**src/rtl/rf_ctrl_pkg.sv**
```systemverilog
// Shared definitions for the register-file access arbiter: FSM states,
// RF function codes, address map and round-robin pointer values.
package rf_ctrl_pkg;

  typedef enum logic [1:0] {
    ST_IDLE   = 2'd0,
    ST_ISSUE  = 2'd1,
    ST_SETTLE = 2'd2,
    ST_RESP   = 2'd3
  } state_t;

  localparam logic [1:0] OP_CLR  = 2'b00;
  localparam logic [1:0] OP_LOAD = 2'b01;
  localparam logic [1:0] OP_DEC  = 2'b10;
  localparam logic [1:0] OP_INC  = 2'b11;

  localparam logic [2:0] ADDR_T1 = 3'd0;
  localparam logic [2:0] ADDR_T2 = 3'd1;
  localparam logic [2:0] ADDR_T3 = 3'd2;
  localparam logic [2:0] ADDR_T4 = 3'd3;
  localparam logic [2:0] ADDR_R1 = 3'd4;
  localparam logic [2:0] ADDR_R2 = 3'd5;
  localparam logic [2:0] ADDR_R3 = 3'd6;
  localparam logic [2:0] ADDR_R4 = 3'd7;

  localparam logic PTR_A = 1'b0;
  localparam logic PTR_B = 1'b1;

  // True when the address names one of the R registers rather than a T register.
  function automatic logic is_raddr(input logic [2:0] addr);
    return (addr >= ADDR_R1);
  endfunction

endpackage

```
**src/rtl/rr_arb2.sv**
```systemverilog
// Two-way round-robin decision: one-hot grant {B,A} and the pointer value
// to keep when that grant is taken.
module rr_arb2
  import rf_ctrl_pkg::*;
(
  input  logic       i_req_a,
  input  logic       i_req_b,
  input  logic       i_ptr,
  output logic [1:0] o_gnt,
  output logic       o_ptr_next
);

  always_comb begin
    o_gnt      = 2'b00;
    o_ptr_next = i_ptr;
    if (i_req_a && i_req_b) begin
      o_gnt      = (i_ptr == PTR_A) ? 2'b01 : 2'b10;
      o_ptr_next = ~i_ptr;
    end else if (i_req_a) begin
      o_gnt      = 2'b01;
      o_ptr_next = PTR_B;
    end else if (i_req_b) begin
      o_gnt      = 2'b10;
      o_ptr_next = PTR_A;
    end
  end

endmodule

```
**src/rtl/rf_access_arbiter.sv**
```systemverilog
// Arbitrates two requesters onto a single register file port; each operation
// runs IDLE -> ISSUE -> SETTLE -> RESP and returns the post-operation value.
module rf_access_arbiter
  import rf_ctrl_pkg::*;
#(
  parameter int DATA_W = 8
) (
  input  logic              Clock,
  input  logic              Reset,
  input  logic              ReqA,
  input  logic              ReqB,
  input  logic [1:0]        OpA,
  input  logic [1:0]        OpB,
  input  logic [2:0]        AddrA,
  input  logic [2:0]        AddrB,
  input  logic [DATA_W-1:0] DataA,
  input  logic [DATA_W-1:0] DataB,
  output logic              AckA,
  output logic              AckB,
  output logic [DATA_W-1:0] RdData,
  output logic              Busy,
  output logic [DATA_W-1:0] RfInput,
  output logic [1:0]        RfFunSel,
  output logic [3:0]        RfRSel,
  output logic [3:0]        RfTSel,
  output logic [2:0]        RfO1Sel,
  input  logic [DATA_W-1:0] RfOut1
);

  state_t              r_state;
  state_t              w_state_nxt;
  logic                r_ptr;
  logic                w_ptr_nxt;
  logic [1:0]          w_gnt;
  logic                w_take;
  logic                w_sel_b;
  logic [1:0]          w_op_sel;
  logic [2:0]          w_addr_sel;
  logic [DATA_W-1:0]   w_data_sel;

  logic [2:0]          r_addr;
  logic                r_gnt_b;

  logic                r_ack_a;
  logic                r_ack_b;
  logic [DATA_W-1:0]   r_rd_data;
  logic                r_busy;
  logic [DATA_W-1:0]   r_rf_input;
  logic [1:0]          r_rf_fun_sel;
  logic [3:0]          r_rf_rsel;
  logic [3:0]          r_rf_tsel;
  logic [2:0]          r_rf_o1sel;

  logic                w_ack_a_nxt;
  logic                w_ack_b_nxt;
  logic [DATA_W-1:0]   w_rd_nxt;
  logic                w_busy_nxt;
  logic [DATA_W-1:0]   w_in_nxt;
  logic [1:0]          w_fun_nxt;
  logic [3:0]          w_rsel_nxt;
  logic [3:0]          w_tsel_nxt;
  logic [2:0]          w_o1_nxt;

  // Register index 0 maps to the MSB of the select vector (R1/T1).
  function automatic logic [3:0] sel_onehot(input logic [1:0] idx);
    return 4'b1000 >> idx;
  endfunction

  rr_arb2 u_rr_arb2 (
    .i_req_a    (ReqA),
    .i_req_b    (ReqB),
    .i_ptr      (r_ptr),
    .o_gnt      (w_gnt),
    .o_ptr_next (w_ptr_nxt)
  );

  assign w_take     = (r_state == ST_IDLE) && (|w_gnt);
  assign w_sel_b    = w_gnt[1];
  assign w_op_sel   = w_sel_b ? OpB   : OpA;
  assign w_addr_sel = w_sel_b ? AddrB : AddrA;
  assign w_data_sel = w_sel_b ? DataB : DataA;

  // Outputs are computed one state ahead so every port comes straight from a flop.
  always_comb begin
    w_state_nxt = r_state;
    w_ack_a_nxt = 1'b0;
    w_ack_b_nxt = 1'b0;
    w_rd_nxt    = r_rd_data;
    w_in_nxt    = '0;
    w_fun_nxt   = '0;
    w_rsel_nxt  = '0;
    w_tsel_nxt  = '0;
    w_o1_nxt    = '0;
    case (r_state)
      ST_IDLE: begin
        if (w_take) begin
          w_state_nxt = ST_ISSUE;
          w_fun_nxt   = w_op_sel;
          w_in_nxt    = w_data_sel;
          if (is_raddr(w_addr_sel)) w_rsel_nxt = sel_onehot(w_addr_sel[1:0]);
          else                      w_tsel_nxt = sel_onehot(w_addr_sel[1:0]);
        end
      end
      ST_ISSUE: begin
        w_state_nxt = ST_SETTLE;
        w_o1_nxt    = r_addr;
      end
      ST_SETTLE: begin
        w_state_nxt = ST_RESP;
        w_o1_nxt    = r_addr;
      end
      ST_RESP: begin
        w_state_nxt = ST_IDLE;
        w_rd_nxt    = RfOut1;
        w_ack_a_nxt = ~r_gnt_b;
        w_ack_b_nxt = r_gnt_b;
      end
      default: w_state_nxt = ST_IDLE;
    endcase
    w_busy_nxt = (w_state_nxt != ST_IDLE);
  end

  always_ff @(posedge Clock or posedge Reset) begin
    if (Reset) begin
      r_state      <= ST_IDLE;
      r_ptr        <= PTR_A;
      r_addr       <= '0;
      r_gnt_b      <= 1'b0;
      r_ack_a      <= 1'b0;
      r_ack_b      <= 1'b0;
      r_rd_data    <= '0;
      r_busy       <= 1'b0;
      r_rf_input   <= '0;
      r_rf_fun_sel <= '0;
      r_rf_rsel    <= '0;
      r_rf_tsel    <= '0;
      r_rf_o1sel   <= '0;
    end else begin
      r_state      <= w_state_nxt;
      if (w_take) begin
        r_ptr   <= w_ptr_nxt;
        r_addr  <= w_addr_sel;
        r_gnt_b <= w_sel_b;
      end
      r_ack_a      <= w_ack_a_nxt;
      r_ack_b      <= w_ack_b_nxt;
      r_rd_data    <= w_rd_nxt;
      r_busy       <= w_busy_nxt;
      r_rf_input   <= w_in_nxt;
      r_rf_fun_sel <= w_fun_nxt;
      r_rf_rsel    <= w_rsel_nxt;
      r_rf_tsel    <= w_tsel_nxt;
      r_rf_o1sel   <= w_o1_nxt;
    end
  end

  assign AckA     = r_ack_a;
  assign AckB     = r_ack_b;
  assign RdData   = r_rd_data;
  assign Busy     = r_busy;
  assign RfInput  = r_rf_input;
  assign RfFunSel = r_rf_fun_sel;
  assign RfRSel   = r_rf_rsel;
  assign RfTSel   = r_rf_tsel;
  assign RfO1Sel  = r_rf_o1sel;

endmodule

```
**config.mk**
```make
export PLATFORM = sky130hd
export DESIGN_NAME = rf_access_arbiter
export DESIGN_NICKNAME = d
export VERILOG_FILES = /design/src/rtl/rf_ctrl_pkg.sv /design/src/rtl/rr_arb2.sv /design/src/rtl/rf_access_arbiter.sv
export SDC_FILE = /design/constraint.sdc
export NUM_CORES = 1
export LEC_CHECK = 0
export CAP_MARGIN = 20
export CORE_AREA = 2 2 51 89
export CTS_CLUSTER_DIAMETER = 100
export CTS_CLUSTER_SIZE = 25
export DETAILED_ROUTE_END_ITERATION = 10
export DIE_AREA = 0 0 53 91
export GPL_ROUTABILITY_DRIVEN = 0
export PLACE_DENSITY = 0.76
export SLEW_MARGIN = 20
export SYNTH_ARGS = -nofsm -noshare
export SYNTH_HDL_FRONTEND = slang
export SYNTH_HIERARCHICAL = 1
export SYNTH_SLANG_ARGS = --single-unit
```
**constraint.sdc**
```tcl
create_clock -name Clock -period 2.4 [get_ports Clock]
set_clock_uncertainty 0.05 [all_clocks]
set_input_delay 0.48 -clock Clock [delete_from_list [all_inputs] [get_ports Clock]]
set_output_delay 0.48 -clock Clock [all_outputs]
set_load 0.02 [all_outputs]
```
# Yosys cells after proc, flatten, opt, wreduce, memory -nomap -nowiden
# Cells that the tools add are included.
totals:
  romBits: 0
  latch_bits: 0
  elab_cells: 53
  n_memories: 0
  ff_bits: 39
  ramBits: 0
op_classes:
  multipliers: 0
  muxes: 25
  n_reduce_logical: 8
  eq_ne: 3
  magnitude_cmp: 1
  n_shift: 1
  bitwise_logic: 2
  addsub: 0
  div: 0
op_table:
  columns: ["cell", "n"]
  rows:
  - ["$mux 4", 6]
  - ["$mux 8", 3]
  - ["$mux 2", 8]
  - ["$pmux 2 s4", 1]
  - ["$mux 3", 2]
  - ["$mux 1", 5]
  - ["$eq 2x2->1 const B", 2]
  - ["$reduce_or 2->1", 2]
  - ["$shr 4x2->4 const A", 1]
  - ["$ge 3x3->1 const B", 1]
  - ["$reduce_bool 3->1", 1]
  - ["$eq 2x1->1 const B", 1]
  - ["$logic_and 1x1->1", 2]
  - ["$logic_not 2->1", 1]
  - ["$not 1->1", 2]
  - ["$reduce_and 2->1", 1]
  - ["$reduce_bool 2->1", 1]

# Logic depth before layout (Yosys ltp)
# Gate-level depths: netlist of the first run.
logic_depth:
  word_depth: 8
  mapped_depth: 6
  mapped_depth_nobuf: 4

# Modules after synthesis
# The synthesis of the first run kept the hierarchy.
modules_own_cells:
  columns: ["mod", "cells_per_inst", "area_per_inst_um2", "instances"]
  rows:
  - ["rf_access_arbiter", 118, 1635.3, 1]
  - ["rr_arb2", 5, 27.5, 1]

# Least setup slack after synthesis of the first run
# No wires, ideal clock.
synth_path:
  path_type: "in2reg"
  startpoint: "input port ReqA"
  endpoint: "register r_addr[0]"
  path_stages: 3
  required_ns: 2.225
  arrival_time_ns: 1.651
  setup_slack_ns: 0.574
  n_path_buf: 0
  cell_sequence: "a21boi_0 o21a_1 mux2_2"
synth_via:
  elab_chain_len: 4
synth_rtl:
  columns: ["item", "line", "source"]
  rows:
  - ["start, declared", "rf_access_arbiter.sv:10", "input logic ReqA,"]
  - ["$mux 2 or $logic_and 1x1->1 (tied branches)", "rr_arb2.sv:19, rr_arb2.sv:16", null]
  - ["$mux 2 (*)", "rr_arb2.sv:16", "if (i_req_a && i_req_b) begin"]
  - ["$reduce_or 2->1", "rf_access_arbiter.sv:77", "assign w_take = (r_state == ST_IDLE) && (|w_gnt);"]
  - ["$logic_and 1x1->1", "rf_access_arbiter.sv:77", null]
  - ["end signal, assigned", "rf_access_arbiter.sv:142", "r_addr <= w_addr_sel;"]
  - ["end, declared", "rf_access_arbiter.sv:41", "logic [2:0] r_addr;"]
# Mark *: on every way between the ends. The rest lies on a longest branch, timed or not.
# A chain may end at the register's enable or synchronous reset.

# Final worst setup path of the first run
layout_path:
  startpoint: "input port ReqB"
  endpoint: "register r_rf_tsel[3] (netlist: RfTSel[3])"
layout_via:
  elab_chain_len: 8
layout_rtl:
  columns: ["item", "line", "source"]
  rows:
  - ["start, declared", "rf_access_arbiter.sv:11", "input logic ReqB,"]
  - ["$mux 2", "rr_arb2.sv:22", "end else if (i_req_b) begin"]
  - ["$mux 2", "rr_arb2.sv:19", "end else if (i_req_a) begin"]
  - ["$mux 2 (*)", "rr_arb2.sv:16", null]
  - ["via w_gnt[1]", "rf_access_arbiter.sv:34", "logic [1:0] w_gnt;"]
  - ["$mux 3", "rf_access_arbiter.sv:80", "assign w_addr_sel = w_sel_b ? AddrB : AddrA;"]
  - ["$ge 3x3->1 or $shr 4x2->4 (tied branches)", "rf_ctrl_pkg.sv:31, rf_access_arbiter.sv:66", null]
  - ["$mux 4", "rf_access_arbiter.sv:100", "if (is_raddr(w_addr_sel)) w_rsel_nxt = sel_onehot(w_addr_sel[1:0]);"]
  - ["$mux 4 (*)", "rf_access_arbiter.sv:96", "if (w_take) begin"]
  - ["$mux 4 (*)", "rf_access_arbiter.sv:94", "case (r_state)"]
  - ["via w_tsel_nxt[3]", "rf_access_arbiter.sv:61", "logic [3:0] w_tsel_nxt;"]
  - ["end signal, assigned", "rf_access_arbiter.sv:152", "r_rf_tsel <= w_tsel_nxt;"]
  - ["end, declared", "rf_access_arbiter.sv:51", "logic [3:0] r_rf_tsel;"]
# Mark *: on every way through the listed nets, which the timed path passes. The rest lies on a longest branch.

==> results of run 1 <==
## how the worst max path moves through the flow
stage	from	to	slack [ns]	cells past startpoint
3_3_place_gp	ReqB	RfRSel[3]$_DFF_PP0_	0.25	5
4_1_cts	ReqB	RfRSel[3]$_DFF_PP0_	0.49	5
3_5_place_dp	ReqB	RfRSel[3]$_DFF_PP0_	0.18	5
5_1_grt	ReqB	RfTSel[3]$_DFF_PP0_	0.35	5
6_report	ReqB	RfTSel[3]$_DFF_PP0_	0.47	5
2_1_floorplan	ReqA	r_addr[0]$_DFFE_PP0P_	0.57	3
## metrics by stage
step                hold WS (ns)  total power [mW]
floorplan                  0.368              1.66
global placement           0.391              2.11
detailed placement         0.396              2.16
CTS                        0.406              2.63
global route               0.446              2.75
finish                     0.405              2.59
## cell families after synthesis
logic type,after synthesis
flops,39
simple gates,31
mux,24
fa+ha+maj,4
compound gates,16
buf+inv,9
## critical path: cells and delay by family
| kind | cells | cell delay [ns] |
|---|---|---|
| compound gates | 2 | 0.47 |
| simple gates | 1 | 0.38 |
| buf+inv | 2 | 0.76 |
## synth_stat cells, types with 2 or more instances
| master | instances |
|---|---|
| dfrtp_1 | 39 |
| a22oi_1 | 7 |
| mux2i_1 | 11 |
| nand3b_1 | 5 |
| buf_2 | 2 |
| nand2_1 | 2 |
| buf_6 | 2 |
| nor2_1 | 11 |
| inv_1 | 4 |
| and2_1 | 4 |
| or3b_1 | 2 |
| nand3_1 | 2 |
| mux2_2 | 13 |
| ha_1 | 4 |
## state kept, by name, summed over array words and instances, names as in the netlist
name      cells
r_state       2
r_ptr         1
r_addr        3
RfInput       8
RfTSel        4
AckB          1
AckA          1
r_gnt_b       1
RfRSel        4
RfO1Sel       3
Busy          1
RdData        8
RfFunSel      2
## layout make-up
class	instances	area, µm²
Fill cell	338	1560
Sequential cell	39	976
Timing Repair Buffer	73	721
Multi-Input combinational cell	75	636
Clock buffer	8	100
Tap cell	49	61.3
Inverter	4	15.0
## routing by layer
metal  track usage [%]  part of all wire (%)  vias to the layer above
met5                 0                     0                        -
li1                  -                     -                      582
met4              12.0                   5.0                        0
met3              4.11                   6.7                       14
met1              17.0                    33                      591
met2              28.1                    55                       48
## power by group through the flow
stage | clock [mW] | combinational, mW | sequential [mW]
after detailed placement | 0 | 1.16 | 0.999
after CTS | 0.484 | 1.16 | 0.985
after global placement | 0 | 1.12 | 0.987
after global routing | 0.516 | 1.23 | 1.01
final | 0.468 | 1.14 | 0.980
after floorplan | 0 | 0.484 | 1.17
==> flow_summary.ini, run 1 <==
[logic_synthesis]
syn_nets = 165
synth_mux_area_share_pct = 15.4
synthSimpleGateAreaFrac_pct = 11.9
synth_xor_area_share_pct = 0
async_reset_ff_share_pct = 100
synth_edf_count = 0
ys_ff_latch = 39
synthAdderAreaFrac_pct = 3.01
seq_area_frac_synth_pct = 58.7
netlist_instances = 123
synth_flop_cell = dfrtp_1
synth.area.top_cells = dfrtp_1, mux2_2, mux2i_1
synth.distinct_cells = 29
synth-compound-area-share_pct = 7.67
post_synth_instance_area_um2 = 1660
yosys_warnings = 6
synth.avg_cell_area_um2 = 13.5
synth_top_area_cell = dfrtp_1
synth_top_family_by_area = multiplexers
synth_top_area_share_pct = 58.7

[global_route]
grt_max_degree = 40
antenna_found_initial = 0
grt_usage_pct = 16.7
grt_pass1_wl_um = 5870
grt_overflow_total = 0
grt_pass1_vias = 1319

[pwr]
ir_worst_vdd_uv = 637
seqPwrFrac_pct = 37.8
p_int_mw = 1.73
leakage_nw = 1.10
power_density_nw_per_um2 = 1030
p_sw_mw = 0.858
pwr-share-clk_pct = 18.0
sw_frac_of_total_pct = 33.1
power_frac_comb_pct = 44.2

[sta]
finalSetupViolations = 0
finalCriticalPeriod_ns = 1.93
post-route-period-util_pct = 80.5
slew_viol_final = 0
hold_viol = 0
setup_tns_ns = 0
setup_ws_ns = 0.468
rsz0062_at_grt = no
relSlewSlack_pct = 68.5
max_freq_ghz = 0.518
worstMarginPinSlew_ns = 0.473

[clock_network]
post_cts_resized = 0
cts_buffers = 5
cts_tree = done
post_cts_buffers = 0
clock_sinks = 39
clk_latency_ns = 0.28
cts-hold-fix-buffers = 0
cts.clk_slew.worst_paths_ns = 0.07
root_buffer = clkbuf_8
cts_max_path_buffers = 2
htreeDepth = 2

[critical_path]
crit_type = in2reg
worst_setup_path_start_kind = input port
crit_path_end_kind = flip-flop
crit_chain = clkdlybuf4s50_1, a21boi_2, buf_4, or3b_1, a22oi_1
cp_data_arrival_time_ns = 2.08
slowest_delay_ns = 0.50
worst-path-max-fanout = 12
r2r_slack_ns = 0.71
slowest_stage = clkdlybuf4s50_1
r2r_cells = 4
timing.rr.end = r_addr[1]$_DFFE_PP0P_
required_ns = 2.55
regToRegStartpoint = r_state[0]$_DFF_PP0_

[drt]
viasPerCell = 4.98
num_vias = 1235
wl_per_cell_um = 14.7
drc = 0
firstDrtPassIters = 6
wl_um = 3650
drtIter0Drc = 27
ant_nets = 0

[run_status]
status = finished clean

[hold_path]
hold_class = reg2reg
min-delay-start = r_gnt_b$_DFFE_PP0P_
hold_depth = 1
min_to = AckA$_DFF_PP0_

[placed_design]
place_ws_ns = 0.183
dp.cells = 240
hpwl_um = 2860
placed_area_um2 = 2410
port_buffers = 69

[layout]
layout_commonest_cell = clkdlybuf4s50_1
fin_area_um2 = 2510
mostFrequentLayoutCells = clkdlybuf4s50_1, dfrtp_1, mux2_2, mux2i_1, nor2_1
syn_to_final_growth_pct = 50.9
fin_util_pct = 61.6
n_antenna_cell = 0
stdcell_count = 248
drive_gt1_share_pct = 14.6
nets = 240

[floorplanning]
die_h_um = 91
core_um2 = 4070
die_w_um = 53
ioPinCount = 70
rows = 31
design.die.area_um2 = 4820
start_util_pct = 40.8

[flow_run]
drv_cap = 0
Power figures use the tool's default switching activity.
==> run 2: changes to the inputs <==
Settings changed: CORE_AREA 2 2 51 89 to 2 2 54 93, DIE_AREA 0 0 53 91 to 0 0 56 95, PLACE_DENSITY 0.76 to 0.72.
Clock period 2.4 ns to 1.7 ns, I/O delays scaled along.
==> run 2 against run 1 <==
First-iteration DRC count fell by 44%. Setup slack got worse by 0.45 ns. Die area rose by 10%. Sequential power rose by 41%. Global-route usage fell by 2.5 points. Critical path type unchanged.
==> flow_summary.ini, run 2 (synthesis results as in run 1) <==
[run_status]
status = finished clean

[sta]
hold_viol = 0
finalCriticalPeriod_ns = 1.68
slew_viol_final = 0
relSlewSlack_pct = 73.0
max_freq_ghz = 0.596
rsz0062_at_grt = yes
finalSetupViolations = 0
post-route-period-util_pct = 98.7
worstMarginPinSlew_ns = 0.405

[critical_path]
r2r_cells = 5
cp_data_arrival_time_ns = 1.82
cp-endpoint = RfRSel[3]$_DFF_PP0_
crit_type = in2reg
required_ns = 1.84
crit_path_start = ReqA
worst_setup_path_start_kind = input port
crit_path_end_kind = flip-flop
timing.rr.end = RfRSel[3]$_DFF_PP0_
worst-path-max-fanout = 10
regToRegStartpoint = r_ptr$_DFFE_PP0P_
r2r_slack_ns = 0.10

[layout]
seqCellArea_um2 = 976
fin_area_um2 = 2620
drive_gt1_share_pct = 19.3
stdcell_count = 259
n_antenna_cell = 0
n_fill_cell = 419
layout_commonest_cell = clkdlybuf4s50_1
fin_util_pct = 56.7
syn_to_final_growth_pct = 57.7
mostFrequentLayoutCells = clkdlybuf4s50_1, dfrtp_1, mux2_2, mux2i_1, nor2_1
multiInputGateArea_um2 = 652
nets = 248

[global_route]
grt_pass1_wl_um = 5890
grt_pass1_vias = 1390
grt_usage_pct = 14.2
grt_max_degree = 40
antenna_found_initial = 0
grt_overflow_total = 0

[drt]
num_vias = 1271
viasPerCell = 4.91
drtIter0Drc = 15
drc = 0
wl_um = 3670
ant_nets = 0
wl_per_cell_um = 14.2
firstDrtPassIters = 4

[clock_network]
post_cts_buffers = 0
htreeDepth = 2
clock_sinks = 39
clk_latency_ns = 0.28
post_cts_resized = 0
cts.clk_slew.worst_paths_ns = 0.07
cts_buffers = 5
cts_tree = done
cts_max_path_buffers = 2
cts-hold-fix-buffers = 0
root_buffer = clkbuf_8

[floorplanning]
start_util_pct = 36.0
design.die.area_um2 = 5320
die_h_um = 95
die_w_um = 56
rows = 33
ioPinCount = 70
core_um2 = 4620

[flow_run]
drv_cap = 0

[hold_path]
hold_class = in2async

[placed_design]
hpwl_um = 2900
dp.cells = 251
port_buffers = 69
placed_area_um2 = 2480

[pwr]
power_density_nw_per_um2 = 1480
ir_worst_vdd_uv = 1020
leakage_nw = 1.16
## run 2: worst min path at each step
| stage | cells after the start | slack [ns] | end | from |
|---|---|---|---|---|
| 2_1_floorplan | 1 | 0.37 | AckA$_DFF_PP0_ | r_gnt_b$_DFFE_PP0P_ |
| 3_3_place_gp | 1 | 0.39 | AckA$_DFF_PP0_ | r_gnt_b$_DFFE_PP0P_ |
| 3_5_place_dp | 1 | 0.41 | AckA$_DFF_PP0_ | r_gnt_b$_DFFE_PP0P_ |
| 4_1_cts | 3 | 0.38 | RdData[4]$_DFFE_PP0N_ | Reset |
| 5_1_grt | 3 | 0.39 | RdData[1]$_DFFE_PP0N_ | Reset |
| 6_report | 3 | 0.37 | RdData[5]$_DFFE_PP0N_ | Reset |
## run 2: area by class of cell
cell class | count | share of cell area, %
sequential | 39 | 37.2
timing repair buffer | 81 | 30.4
multi-input combinational | 75 | 24.9
clock buffer | 6 | 3.15
tap | 52 | 2.48
clock inverter | 2 | 1.34
inverter | 4 | 0.573
## run 2: power breakdown
part,internal [mW],switching [mW],total (mW)
Combinational,0.921,0.803,1.72
Clock,0.475,0.302,0.777
Sequential,1.24,0.140,1.38
## run 2: through the flow
step	hold slack, ns	power (mW)	worst slack [ns]	setup TNS, ns
finish	0.373	3.88	0.0224	0
global route	0.390	4.12	-0.00540	-0.00540
CTS	0.382	3.92	0.00314	0
detailed placement	0.411	3.13	-0.281	-4.68
global placement	0.388	3.07	-0.220	-3.76
floorplan	0.368	2.34	0.167	0
## run 2: layer usage
metal	wire length, µm	vias up	global-route usage, %
met4	84	0	6.55
met3	249	11	4.93
met5	0	-	0
met2	2070	54	27.5
li1	-	597	-
met1	1260	609	12.9
## run 2: critical path, cell delays in order
cell	delay, ns
clkdlybuf4s50_1	0.48
a21boi_4	0.26
buf_6	0.16
or3b_1	0.39
a22oi_1	0.18
